`config.mk`:
```
export PLATFORM = sky130hd
export DESIGN_NAME = csi2_4to1_pkt_arbiter
export DESIGN_NICKNAME = d
export VERILOG_FILES = /design/src/rtl/csi2_4to1_pkg.sv /design/src/rtl/csi2_rr_arbiter.sv /design/src/rtl/csi2_4to1_pkt_arbiter.sv
export SDC_FILE = /design/constraint.sdc
export NUM_CORES = 1
export LEC_CHECK = 0
export CELL_PAD_IN_SITES_DETAIL_PLACEMENT = 1
export CELL_PAD_IN_SITES_GLOBAL_PLACEMENT = 1
export CORE_MARGIN = 2
export CORE_UTILIZATION = 29
export CTS_BUF_LIST = sky130_fd_sc_hd__clkbuf_4 sky130_fd_sc_hd__clkbuf_8
export CTS_CLUSTER_DIAMETER = 50
export CTS_CLUSTER_SIZE = 10
export DETAILED_ROUTE_END_ITERATION = 6
export GPL_TIMING_DRIVEN = 0
export PLACE_DENSITY = 0.91
export SYNTH_ARGS = -nofsm -noshare
export SYNTH_HDL_FRONTEND = slang
export SYNTH_HIERARCHICAL = 1
export SYNTH_SLANG_ARGS = --single-unit
```
`constraint.sdc`:
```
create_clock -name clk_byte_i -period 3.29 [get_ports clk_byte_i]
set_clock_uncertainty 0.05 [all_clocks]
set_input_delay 0.4935 -clock clk_byte_i [delete_from_list [all_inputs] [get_ports clk_byte_i]]
set_output_delay 0.4935 -clock clk_byte_i [all_outputs]
set_load 0.05 [all_outputs]
```
`src/rtl/csi2_4to1_pkg.sv`:
```
// Shared definitions for the CSI-2 4-to-1 aggregator: data types, arbiter
// FSM encoding and the channel-index width helper.
package csi2_4to1_pkg;

   localparam logic [5:0] DT_FS = 6'h00;
   localparam logic [5:0] DT_FE = 6'h01;
   localparam logic [5:0] DT_LS = 6'h02;
   localparam logic [5:0] DT_LE = 6'h03;

   typedef enum logic [1:0] {
      ST_IDLE,
      ST_HDR,
      ST_PAYLOAD,
      ST_GAP
   } arb_state_t;

   function automatic int chan_idx_w(input int n);
      return (n <= 2) ? 1 : $clog2(n);
   endfunction

endpackage

```
`src/rtl/csi2_rr_arbiter.sv`:
```
// Round-robin requester select with a registered pointer; the requester
// after the last winner has top priority. Shared by other aggregator users.
module csi2_rr_arbiter
   import csi2_4to1_pkg::*;
#(
   parameter int N = 4,
   localparam int IW = chan_idx_w(N)
) (
   input  logic          clk,
   input  logic          rst,
   input  logic [N-1:0]  req,
   input  logic          advance,
   output logic [N-1:0]  gnt,
   output logic [IW-1:0] idx,
   output logic          any
);

   logic [IW-1:0] ptr;
   logic [IW-1:0] pos;

   function automatic logic [IW-1:0] wrap_add(input logic [IW-1:0] p, input int k);
      int s;
      s = int'(p) + k;
      if (s >= N) s = s - N;
      return IW'(s);
   endfunction

   // Walk from farthest to nearest so the nearest requester after ptr wins.
   always_comb begin
      gnt = '0;
      idx = '0;
      pos = '0;
      for (int k = N; k >= 1; k--) begin
         pos = wrap_add(ptr, k);
         if (req[pos]) begin
            gnt      = '0;
            gnt[pos] = 1'b1;
            idx      = pos;
         end
      end
   end

   assign any = |req;

   always_ff @(posedge clk or posedge rst) begin
      if (rst) ptr <= IW'(N - 1);
      else if (advance && any) ptr <= idx;
   end

endmodule

```
`src/rtl/csi2_4to1_pkt_arbiter.sv`:
```
// Schedules headers and payload from NUM_CH capture channels onto the single
// TX packet builder, with VC remap, WC-metered beats and a minimum packet gap.
module csi2_4to1_pkt_arbiter
   import csi2_4to1_pkg::*;
#(
   parameter int NUM_CH     = 4,
   parameter int DATA_BYTES = 4,
   parameter int GAP_CYC    = 4,
   parameter int VC_REMAP   = 1,
   localparam int IW  = chan_idx_w(NUM_CH),
   localparam int DW  = 8 * DATA_BYTES,
   localparam int LBW = $clog2(DATA_BYTES) + 1
) (
   input  logic                 clk_byte_i,
   input  logic                 reset_i,
   input  logic [NUM_CH-1:0]    ch_req_i,
   input  logic [NUM_CH-1:0]    ch_lp_i,
   input  logic [2*NUM_CH-1:0]  ch_vc_i,
   input  logic [6*NUM_CH-1:0]  ch_dt_i,
   input  logic [16*NUM_CH-1:0] ch_wc_i,
   input  logic [DW*NUM_CH-1:0] ch_payload_i,
   output logic [NUM_CH-1:0]    ch_gnt_o,
   output logic [NUM_CH-1:0]    ch_rd_o,
   input  logic                 tx_ready_i,
   output logic                 tx_sp_en_o,
   output logic                 tx_lp_en_o,
   output logic [1:0]           tx_vc_o,
   output logic [5:0]           tx_dt_o,
   output logic [15:0]          tx_wc_o,
   output logic                 tx_payload_en_o,
   output logic [DW-1:0]        tx_payload_o,
   output logic                 tx_last_o,
   output logic [LBW-1:0]       tx_last_bytes_o,
   output logic                 busy_o,
   output logic [1:0]           cur_ch_o
);

   arb_state_t        state, next_state;
   logic [NUM_CH-1:0] arb_gnt;
   logic [IW-1:0]     arb_idx, cur;
   logic              arb_any, grant, last_beat;
   logic              lat_lp;
   logic [1:0]        lat_vc;
   logic [5:0]        lat_dt;
   logic [15:0]       lat_wc, rem;
   logic [3:0]        gap_cnt;

   assign grant     = (state == ST_IDLE) && tx_ready_i && arb_any;
   assign last_beat = (rem <= 16'(DATA_BYTES));

   csi2_rr_arbiter #(.N(NUM_CH)) u_rr (
      .clk     (clk_byte_i),
      .rst     (reset_i),
      .req     (ch_req_i),
      .advance (grant),
      .gnt     (arb_gnt),
      .idx     (arb_idx),
      .any     (arb_any)
   );

   always_ff @(posedge clk_byte_i or posedge reset_i) begin
      if (reset_i) state <= ST_IDLE;
      else         state <= next_state;
   end

   // The pop strobe is issued in the same cycle the show-ahead word is
   // captured, so the channel head advances in lockstep with each beat.
   always_comb begin
      next_state = state;
      ch_rd_o    = '0;
      case (state)
         ST_IDLE:    if (grant) next_state = ST_HDR;
         ST_HDR:     next_state = (lat_lp && lat_wc != 16'd0) ? ST_PAYLOAD : ST_GAP;
         ST_PAYLOAD: begin
            if (tx_ready_i) begin
               ch_rd_o[cur] = 1'b1;
               if (last_beat) next_state = ST_GAP;
            end
         end
         ST_GAP:     if (gap_cnt == 4'(GAP_CYC - 1)) next_state = ST_IDLE;
         default:    next_state = ST_IDLE;
      endcase
   end

   always_ff @(posedge clk_byte_i or posedge reset_i) begin
      if (reset_i) begin
         ch_gnt_o        <= '0;
         tx_sp_en_o      <= 1'b0;
         tx_lp_en_o      <= 1'b0;
         tx_vc_o         <= '0;
         tx_dt_o         <= '0;
         tx_wc_o         <= '0;
         tx_payload_en_o <= 1'b0;
         tx_payload_o    <= '0;
         tx_last_o       <= 1'b0;
         tx_last_bytes_o <= '0;
         busy_o          <= 1'b0;
         cur_ch_o        <= '0;
         cur             <= '0;
         lat_lp          <= 1'b0;
         lat_vc          <= '0;
         lat_dt          <= '0;
         lat_wc          <= '0;
         rem             <= '0;
         gap_cnt         <= '0;
      end else begin
         ch_gnt_o        <= '0;
         tx_sp_en_o      <= 1'b0;
         tx_lp_en_o      <= 1'b0;
         tx_payload_en_o <= 1'b0;
         tx_last_o       <= 1'b0;
         busy_o          <= (next_state != ST_IDLE);
         case (state)
            ST_IDLE: begin
               if (grant) begin
                  ch_gnt_o <= arb_gnt;
                  cur      <= arb_idx;
                  cur_ch_o <= 2'(arb_idx);
                  lat_lp   <= ch_lp_i[arb_idx];
                  lat_vc   <= ch_vc_i[2*arb_idx +: 2];
                  lat_dt   <= ch_dt_i[6*arb_idx +: 6];
                  lat_wc   <= ch_wc_i[16*arb_idx +: 16];
               end
            end
            ST_HDR: begin
               tx_lp_en_o <= lat_lp;
               tx_sp_en_o <= !lat_lp;
               tx_vc_o    <= (VC_REMAP != 0) ? 2'(cur) : lat_vc;
               tx_dt_o    <= lat_dt;
               tx_wc_o    <= lat_wc;
               rem        <= lat_wc;
               gap_cnt    <= '0;
            end
            ST_PAYLOAD: begin
               if (tx_ready_i) begin
                  tx_payload_en_o <= 1'b1;
                  tx_payload_o    <= ch_payload_i[DW*cur +: DW];
                  tx_last_o       <= last_beat;
                  if (last_beat) tx_last_bytes_o <= LBW'(rem);
                  rem             <= rem - 16'(DATA_BYTES);
               end
            end
            ST_GAP:  gap_cnt <= gap_cnt + 4'd1;
            default: ;
         endcase
      end
   end

endmodule
```
==> results of run 1 <==
==> power groups by stage <==
stage | Clock, W | Sequential [W] | Combinational [W]
after floorplan | 0 | 0.00362 | 0.00193
after global placement | 0 | 0.00255 | 0.00456
after detailed placement | 0 | 0.00259 | 0.00470
after CTS | 0.00134 | 0.00258 | 0.00483
after global routing | 0.00139 | 0.00266 | 0.00511
final | 0.00130 | 0.00258 | 0.00479
==> logic make-up after synthesis <==
kind of cell,count (synthesis),synth area share [%]
AND/OR/NAND/NOR,280,18.7
buffers and inverters,57,3.78
multiplexers,89,25.0
flip-flops,117,44.2
adder cells (fa/ha/maj),9,1.70
XOR/XNOR,3,0.397
AO/OA/AOI/OAI,57,6.15
==> metrics by stage <==
stage	TNS (ns)	utilization, %	worst slack (ns)	std cells
2_1_floorplan	0	-	0.0690	612
3_3_place_gp	-6.76	44.4	-0.384	1196
3_5_place_dp	-9.38	44.6	-0.518	1199
4_1_cts	0	46.8	0.0327	1236
5_1_grt	-0.000686	46.9	-0.000686	1237
6_report	0	46.9	0.0920	1237
==> cell usage in the layout, fill, tap and decap left out, types with 6 or more instances in the layout <==
master	count
buf_2	7
nor4_1	7
clkinvlp_4	6
buf_4	7
nor2_1	27
nand2_1	188
mux2_2	27
ha_1	8
mux4_2	58
and2_1	7
buf_1	7
clkdlybuf4s50_1	298
a211oi_1	6
inv_1	10
a21oi_1	13
nor3_1	9
nand3_1	8
dfrtp_1	115
clkbuf_1	21
clkbuf_8	18
o21ai_0	8
==> flip-flops by register name, summed over array words and instances (netlist names), 3 cells and up <==
signal and cells:
ch_gnt_o 4, tx_payload_o 32, tx_dt_o 6, lat_dt 6, tx_last_bytes_o 3, rem 16, tx_wc_o 16, lat_wc 16
gap_cnt 4
==> layout make-up <==
class | count | area share, %
multi-input combinational | 438 | 32.9
buffer | 43 | 2.24
sequential | 117 | 27.8
tap | 285 | 3.38
clock inverter | 11 | 0.985
timing repair buffer | 309 | 29.7
clock buffer | 21 | 2.56
inverter | 13 | 0.498
==> worst max path at each step <==
stage                                  from                     to  slack, ns  cells after the start
global route        u_rr/ptr[0]$_DFFE_PP1P_  lat_wc[2]$_DFFE_PP0P_    -0.0007                     12
CTS                 u_rr/ptr[0]$_DFFE_PP1P_  lat_wc[6]$_DFFE_PP0P_       0.03                     12
floorplan           u_rr/ptr[0]$_DFFE_PP1P_  lat_dt[0]$_DFFE_PP0P_       0.07                     12
finish              u_rr/ptr[0]$_DFFE_PP1P_  lat_wc[6]$_DFFE_PP0P_       0.09                     12
detailed placement              ch_req_i[0]  lat_wc[5]$_DFFE_PP0P_      -0.52                     10
global placement                ch_req_i[0]  lat_wc[4]$_DFFE_PP0P_      -0.38                     10
==> critical path: stages, from the launching register on <==
cell and delay (ns):
dfstp_2 0.55, buf_6 0.15, inv_2 0.07, ha_4 0.28, mux4_2 0.31, buf_4 0.19
nor2_2 0.10, nand2_1 0.07, o21ai_2 0.09, buf_8 0.16, bufbuf_16 0.27, mux4_2 0.50
mux2_2 0.28
==> Yosys cell counts (7+ instances only) <==
| cell | number |
|---|---|
| a21oi_1 | 13 |
| and2_1 | 7 |
| buf_1 | 8 |
| buf_2 | 8 |
| clkbuf_1 | 24 |
| dfrtp_1 | 115 |
| ha_1 | 9 |
| inv_1 | 12 |
| mux2_2 | 27 |
| mux4_2 | 58 |
| nand2_1 | 188 |
| nand3_1 | 8 |
| nor2_1 | 28 |
| nor3_1 | 9 |
| nor4_1 | 7 |
| o21ai_0 | 9 |
==> routing by layer <==
layer	global-route usage (%)	part of all wire [%]	vias to the layer above	wire length, um
met3	5.43	7.0	46	1800
met4	8.52	3.0	2	760
met5	0	0.020	-	5
met2	40.1	54	289	13700
met1	22.6	36	3171	9270
li1	-	-	2842	-
==> repair_timing <==
action                                  4_1_cts  5_1_grt
hold buffers                                  0        0
setup buffers                                 5        1
gates cloned                                  1        0
resized for setup                            14        2
endpoints found under the setup margin       27       16
==> metrics.csv, run 1 <==
metric,value,unit
critPathKind,flip-flop to flip-flop,
ys_ff_latch,117,
p_switching,0.00394,W
routed_wl,25600,um
post-route-cell-area,0.0105,mm^2
worstPathRequired,3.57,ns
dr.pass1.iters,4,
fin_nets,1183,
whs,0.382,ns
async_flop_share,100,%
die_y,155,um
ant_nets,0,
synth_edf_count,0,
rows,55,
synthCells,612,
antenna_found_initial,0,
synth.top_cell.area_share,43.4,%
syn_avg_cell_area,10.8,um^2
tightestPinTransition,0.736,ns
die_w,155,um
drc,0,
synth.cell_area,0.00663,mm^2
yosys.area.top_type,dfrtp_1,
cts_tree,yes,
n_fill_cell,2487,
r2r-end,lat_wc[6]$_DFFE_PP0P_,
cts_buffer_depth,2,
io_pins,309,
clock-sinks,117,
synth_nets,856,
setup_viol,0,
hp-class,input port to async pin,
power.density,822,mW/mm^2
p_clk_share,14.9,%
ys.flop_type,dfrtp_1,
htreeDepth,4,
seq_area_frac_synth,44.2,%
grt_pass1_vias,7045,
dpl_cell_area,0.0100,mm^2
drive_above_1_share,16.9,%
yosysUniqueCellTypes,59,
finalCritPeriodShare,97.2,%
start_kind,flip-flop,
crit_fanout,10,
yosys_warnings,6,
via_count,6350,
overflow,0,
grt_usage,21.2,%
drv_slew,0,
die-area,0.0241,mm^2
p_int,0.00473,W
seqPwrFrac,29.8,%
via_per_inst,5.13,
diodes,0,
grt_max_degree,38,
clock_latency,0.45,ns
drt-initial-drc-count,452,
hpwl,20000,um
synthTopCellsByArea,"dfrtp_1 (43%), mux4_2 (20%), nand2_1 (11%)",
ctsRootBufferMaster,clkbuf_8,
status,completed,
switching_share,45.5,%
grt_pass1_wl,39000,um
register_area,0.00293,mm^2
fmax,313,MHz
r2r_slack,0.09,ns
area_growth,59.1,%
r2r-start,u_rr/ptr[0]$_DFFE_PP1P_,
ir_drop,0.348,mV
clk_pin_slew,0.09,ns
cts_buffers,17,
critPathCaptureType,flip-flop,
leakagePower,4.45,nW
place.gp.congestion,0.854,
multiInputGateArea,0.00347,mm^2
arrival,3.48,ns
layout_min_cycle_time,3.20,ns
power_frac_comb,55.3,%
slew_headroom,50.9,%
maxCapViolations,0,
start_util,29.5,%
post_drt_wl_per_cell,20.7,um
io_buffers,299,
core-area,0.0225,mm^2
ff2ff_path_depth,12,
finalPower,0.00867,W
finalHoldViolCount,0,
No activity file was read; power rests on OpenSTA's default activity.
==> run 2, diff against run 1 <==
Settings changed: ABC_AREA set to 1, CELL_PAD_IN_SITES_DETAIL_PLACEMENT 1 to unset, CELL_PAD_IN_SITES_GLOBAL_PLACEMENT 1 to unset, CORE_UTILIZATION 29 to 39, PLACE_DENSITY 0.91 to 0.9, SLEW_MARGIN set to 20.
==> metrics.csv, run 2 <==
metric,value,unit
arrival,2.63,ns
post-route-cell-area,0.0106,mm^2
ys.flop_type,dfrtp_1,
finalHoldViolCount,0,
regMostFlops,tx_payload_o,
drc,0,
grt_usage,26.7,%
leakagePower,4.81,nW
wl_met2,12500,um
maxCapViolations,0,
drv_slew,0,
crit_fanout,10,
worstPathRequired,2.75,ns
critPathKind,input port to primary output,
min_path_cells,1,
synthTopCellsByArea,"dfrtp_1 (42%), nand2_1 (17%), o21ai_0 (7.6%)",
synth.top_cell.area_share,42.2,%
layout_min_cycle_time,3.17,ns
dr.pass1.iters,5,
cts_buffers,17,
seq_area_frac_synth,43.0,%
whs,0.402,ns
cts_tree,yes,
setup_viol,0,
drt-initial-drc-count,697,
rsz0062_at_grt,no,
cts_buffer_depth,2,
die-area,0.0185,mm^2
routed_wl,25600,um
start_kind,input port,
synth_nets,1197,
ant_nets,0,
place.gp.congestion,0.930,
grt_pass1_wl,38300,um
async_flop_share,100,%
tightestPinTransition,0.672,ns
via_count,8008,
synthCells,953,
switching_share,53.0,%
die_y,136,um
ys_ff_latch,117,
hp-class,flip-flop to flip-flop,
yosysUniqueCellTypes,34,
ctsHoldBuffers,0,
seqPwrFrac,23.2,%
grt_pass1_vias,7607,
overflow,0,
antenna_found_initial,0,
clock-sinks,117,
p_switching,0.00591,W
clk_pin_slew,0.06,ns
clock_latency,0.45,ns
die_w,136,um
core-area,0.0172,mm^2
htreeDepth,4,
fmax,315,MHz
fin_nets,1519,
synthTopCellsByCount,"nand2_1 (314), nor2_1 (121), dfrtp_1 (115)",
p_clk_share,12.3,%
final_cell_mix,"nand2_1 (314), clkdlybuf4s50_1 (297), nor2_1 (121)",
ctsRootBufferMaster,clkbuf_8,
syn_avg_cell_area,7.15,um^2
layout_commonest_cell,nand2_1,
largest_reg_flops,32,
power.density,1060,mW/mm^2
rows,48,
n_fill_cell,1482,
wl_met1,10000,um
critPathCaptureType,primary output,
via_per_inst,5.29,
synth_edf_count,0,
start_util,39.7,%
io_buffers,300,
multiInputGateArea,0.00337,mm^2
dpl_cell_area,0.0102,mm^2
hpwl,20000,um
finalCritPeriodShare,96.4,%
slew_headroom,55.1,%
io_pins,309,
register_area,0.00293,mm^2
synth.cell_area,0.00681,mm^2
top_layer,met4,
final_util,61.6,%
drive_above_1_share,8.77,%
yosys_warnings,6,
tns,0,ns
grt_max_degree,35,
wl_met3,2130,um
post_drt_wl_per_cell,16.9,um
ff2ff_path_depth,15,
power_frac_comb,64.5,%
yosys.area.top_type,dfrtp_1,
ir_drop,0.756,mV
finalPower,0.0112,W
status,completed,
yosysMostFrequentCell,nand2_1,
area_growth,55.3,%
p_int,0.00525,W
diodes,0,
==> run 2: cell types whose count changed in the layout (fill, tap and decap cells not counted), sizes merged, moves of 31 or more <==
| cell | change |
|---|---|
| mux4 | -58 |
| o21ai | +95 |
| nand2 | +139 |
| nand4 | +31 |
| inv | +55 |
| nor2 | +96 |
==> run 2: cells by family after synthesis <==
| logic type | after synthesis | synth area share (%) |
|---|---|---|
| compound gates | 177 | 14.6 |
| fa+ha+maj | 9 | 1.65 |
| flops | 117 | 43.0 |
| buf+inv | 118 | 7.55 |
| simple gates | 532 | 33.1 |
==> run 2: repair_timing <==
action                                 in CTS  in global routing
resized for setup                           0                  7
endpoints found under the hold margin       0                  0
setup endpoints to repair                   0                 12
buffers inserted                            0                  0
==> run 2: layout make-up <==
type / count / area share, %
Buffer: 48 / 2.37
Clock buffer: 22 / 2.63
Clock inverter: 10 / 1.23
Inverter: 70 / 2.55
Multi-Input combinational cell: 718 / 31.8
Sequential cell: 117 / 27.7
Tap cell: 225 / 2.66
Timing Repair Buffer: 303 / 29.0
==> run 2: path summary, 6_finish.rpt <==
check / from / to / slack (ns)
hold / removal: lat_lp$_DFFE_PP0P_ / tx_sp_en_o$_DFF_PP0_ / 0.40
setup / recovery: tx_ready_i / ch_rd_o[3] / 0.12
min in group asynchronous: reset_i / u_rr/ptr[0]$_DFFE_PP1P_ / 0.45
hold reg to reg: lat_lp$_DFFE_PP0P_ / tx_sp_en_o$_DFF_PP0_ / 0.40
setup reg to reg: u_rr/ptr[0]$_DFFE_PP1P_ / lat_wc[2]$_DFFE_PP0P_ / 0.24
max in group asynchronous: reset_i / tx_wc_o[11]$_DFFE_PP0P_ / 1.89
==> run 2: power by group through the flow <==
stage	clock network [W]	registers (W)	logic, W
finish	0.00138	0.00259	0.00720
global route	0.00146	0.00266	0.00777
global placement	0	0.00255	0.00690
floorplan	0	0.00369	0.00353
CTS	0.00139	0.00258	0.00712
detailed placement	0	0.00259	0.00706
==> run 2: metal layers <==
metal  vias up  track usage [%]
met4         0             11.7
met2       414             45.5
met3        90             5.93
li1       3752                -
met5         -                0
met1      3752             32.3
==> run 2: through the flow <==
step	setup WS, ns	std cells
global route	0.00532	1513
detailed placement	0.0822	1481
CTS	0.0710	1513
floorplan	0.748	953
global placement	0.0978	1478
finish	0.119	1513
==> run 2: critical path: stages <==
cell and delay, ns:
clkdlybuf4s50_1 0.67, nand2_4 0.20, clkbuf_1 0.29, nor2_1 0.15, clkdlybuf4s50_1 0.82
==> run 3, diff against run 2 <==
Settings changed: CORE_ASPECT_RATIO set to 0.7, SLEW_MARGIN 20 to unset.
==> metrics.csv, run 3 (synthesis results as in run 2) <==
metric,value,unit
setup_viol,0,
tns,0,ns
whs,0.430,ns
cts-resized-gates,1,
crit_fanout,10,
leakagePower,4.81,nW
io_pins,309,
grt_pass1_vias,7413,
maxCapViolations,0,
overflow,0,
area_growth,55.2,%
post_drt_wl_per_cell,16.6,um
place.gp.congestion,0.920,
die-area,0.0186,mm^2
clock-sinks,117,
finalHoldViolCount,0,
critical_path.top_delay_family,buffers and inverters,
finalPower,0.0111,W
core-area,0.0171,mm^2
fin_nets,1519,
clock_latency,0.43,ns
ant_nets,0,
use_met2,41.6,%
critPathCaptureType,flip-flop,
via_count,7967,
power.density,1050,mW/mm^2
htreeDepth,4,
diodes,0,
clk_pin_slew,0.08,ns
n_fill_cell,1507,
ctsRootBufferMaster,clkbuf_8,
final_cell_mix,"nand2_1 (314), clkdlybuf4s50_1 (297), nor2_1 (121)",
status,completed,
hpwl,19900,um
regMostFlops,tx_payload_o,
io_buffers,300,
dr.pass1.iters,5,
routed_wl,25200,um
critPathKind,flip-flop to flip-flop,
cp_slowest_cell,dfstp_2,
drv_slew,0,
die_y,115,um
largest_reg_flops,32,
hp-class,flip-flop to flip-flop,
antenna_found_initial,0,
grt_pass1_wl,38900,um
finalCritPeriodShare,96.1,%
drive_above_1_share,9.01,%
rows,40,
arrival,3.46,ns
slew_headroom,58.1,%
start_kind,flip-flop,
cts_setup_buffers,0,
cts_buffer_depth,2,
worstPathRequired,3.59,ns
worst-path-buf-inv,5,
worst_slack,0.129,ns
grt.busiest_layer,met2,
gr-usage-met3,5.83,%
layout_min_cycle_time,3.16,ns
drc,0,
cts_tree,yes,
via_per_inst,5.24,
layout_commonest_cell,nand2_1,
rsz0062_at_grt,no,
die_w,162,um
gr-usage-met1,38.5,%
cts_buffers,17,
ctsHoldBuffers,0,
grt_usage,26.8,%
fmax,316,MHz
grt_max_degree,32,
cpPeakStageDelay,0.63,ns
cp_cell_sequence,inv_2 > ha_1 > inv_1 > nand3_2 > nand2_4 > inv_4 > nor2_1 > nand2_1 > nand2_2 > buf_2 > buf_2 > o21ai_0 > o22ai_2 > nand2_1 > o21ai_0,
pre_cts_slack,0.00250,ns
ir_drop,1.02,mV
start_util,39.8,%
tightestPinTransition,0.628,ns
drt-initial-drc-count,718,
-- run 3: changes by cell type in the layout (fill, tap and decap cells not counted) --
cell	change
clkinv_2	-1
inv_6	+3
bufinv_16	-1
clkbuf_2	+2
o22ai_1	-1
clkbuf_1	-2
clkinvlp_4	+1
clkinv_4	+3
clkbuf_8	-1
clkbuf_4	-4
o22ai_2	+1
-- run 3: power by group --
group          leakage, nW  internal, W  switching, W
Sequential            1.44      0.00209      0.000477
Clock                0.193     0.000676      0.000627
Combinational         3.17      0.00238       0.00488
Total                 4.81      0.00514       0.00599
-- run 3: metal layers --
metal  part of all wire [%]  up-vias
li1                       -     3753
met1                     44     3752
met2                     46      428
met3                    9.0       34
met4                    1.3        0
met5                      0        -
-- run 3: worst paths after layout --
kind / to / start / slack (ns) / cells past startpoint
setup / recovery: lat_wc[3]$_DFFE_PP0P_ / u_rr/ptr[0]$_DFFE_PP1P_ / 0.13 / 15
hold / removal: tx_dt_o[1]$_DFFE_PP0P_ / lat_dt[1]$_DFFE_PP0P_ / 0.43 / 2
setup reg to reg: lat_wc[3]$_DFFE_PP0P_ / u_rr/ptr[0]$_DFFE_PP1P_ / 0.13 / 15
hold reg to reg: tx_dt_o[1]$_DFFE_PP0P_ / lat_dt[1]$_DFFE_PP0P_ / 0.43 / 2
max in group asynchronous: tx_wc_o[6]$_DFFE_PP0P_ / reset_i / 1.91 / 4
min in group asynchronous: u_rr/ptr[0]$_DFFE_PP1P_ / reset_i / 0.44 / 2
-- run 3: per-stage QoR --
stage | area (um^2) | util, % | cells
5_1_grt | 10600 | 61.8 | 1519
4_1_cts | 10600 | 61.7 | 1519
2_1_floorplan | 6820 | - | 953
6_report | 10600 | 61.8 | 1519
3_5_place_dp | 10200 | 59.4 | 1487
3_3_place_gp | 10100 | 59.1 | 1484
-- run 3: final cells by class --
cell class,instances,area [um^2],area share [%]
clock inverters,15,155,1.47
well taps,231,289,2.73
multi-input cells,718,3370,31.9
flip-flops and latches,117,2930,27.7
repair buffers,303,3070,29.0
inverters,70,270,2.56
clock buffers,17,234,2.21
plain buffers,48,253,2.39
-- run 3: tightest hold or removal path, stage by stage (launching register included) --
cell and delay [ns]:
dfrtp_1 0.35, nand2_1 0.05, nand2_1 0.05
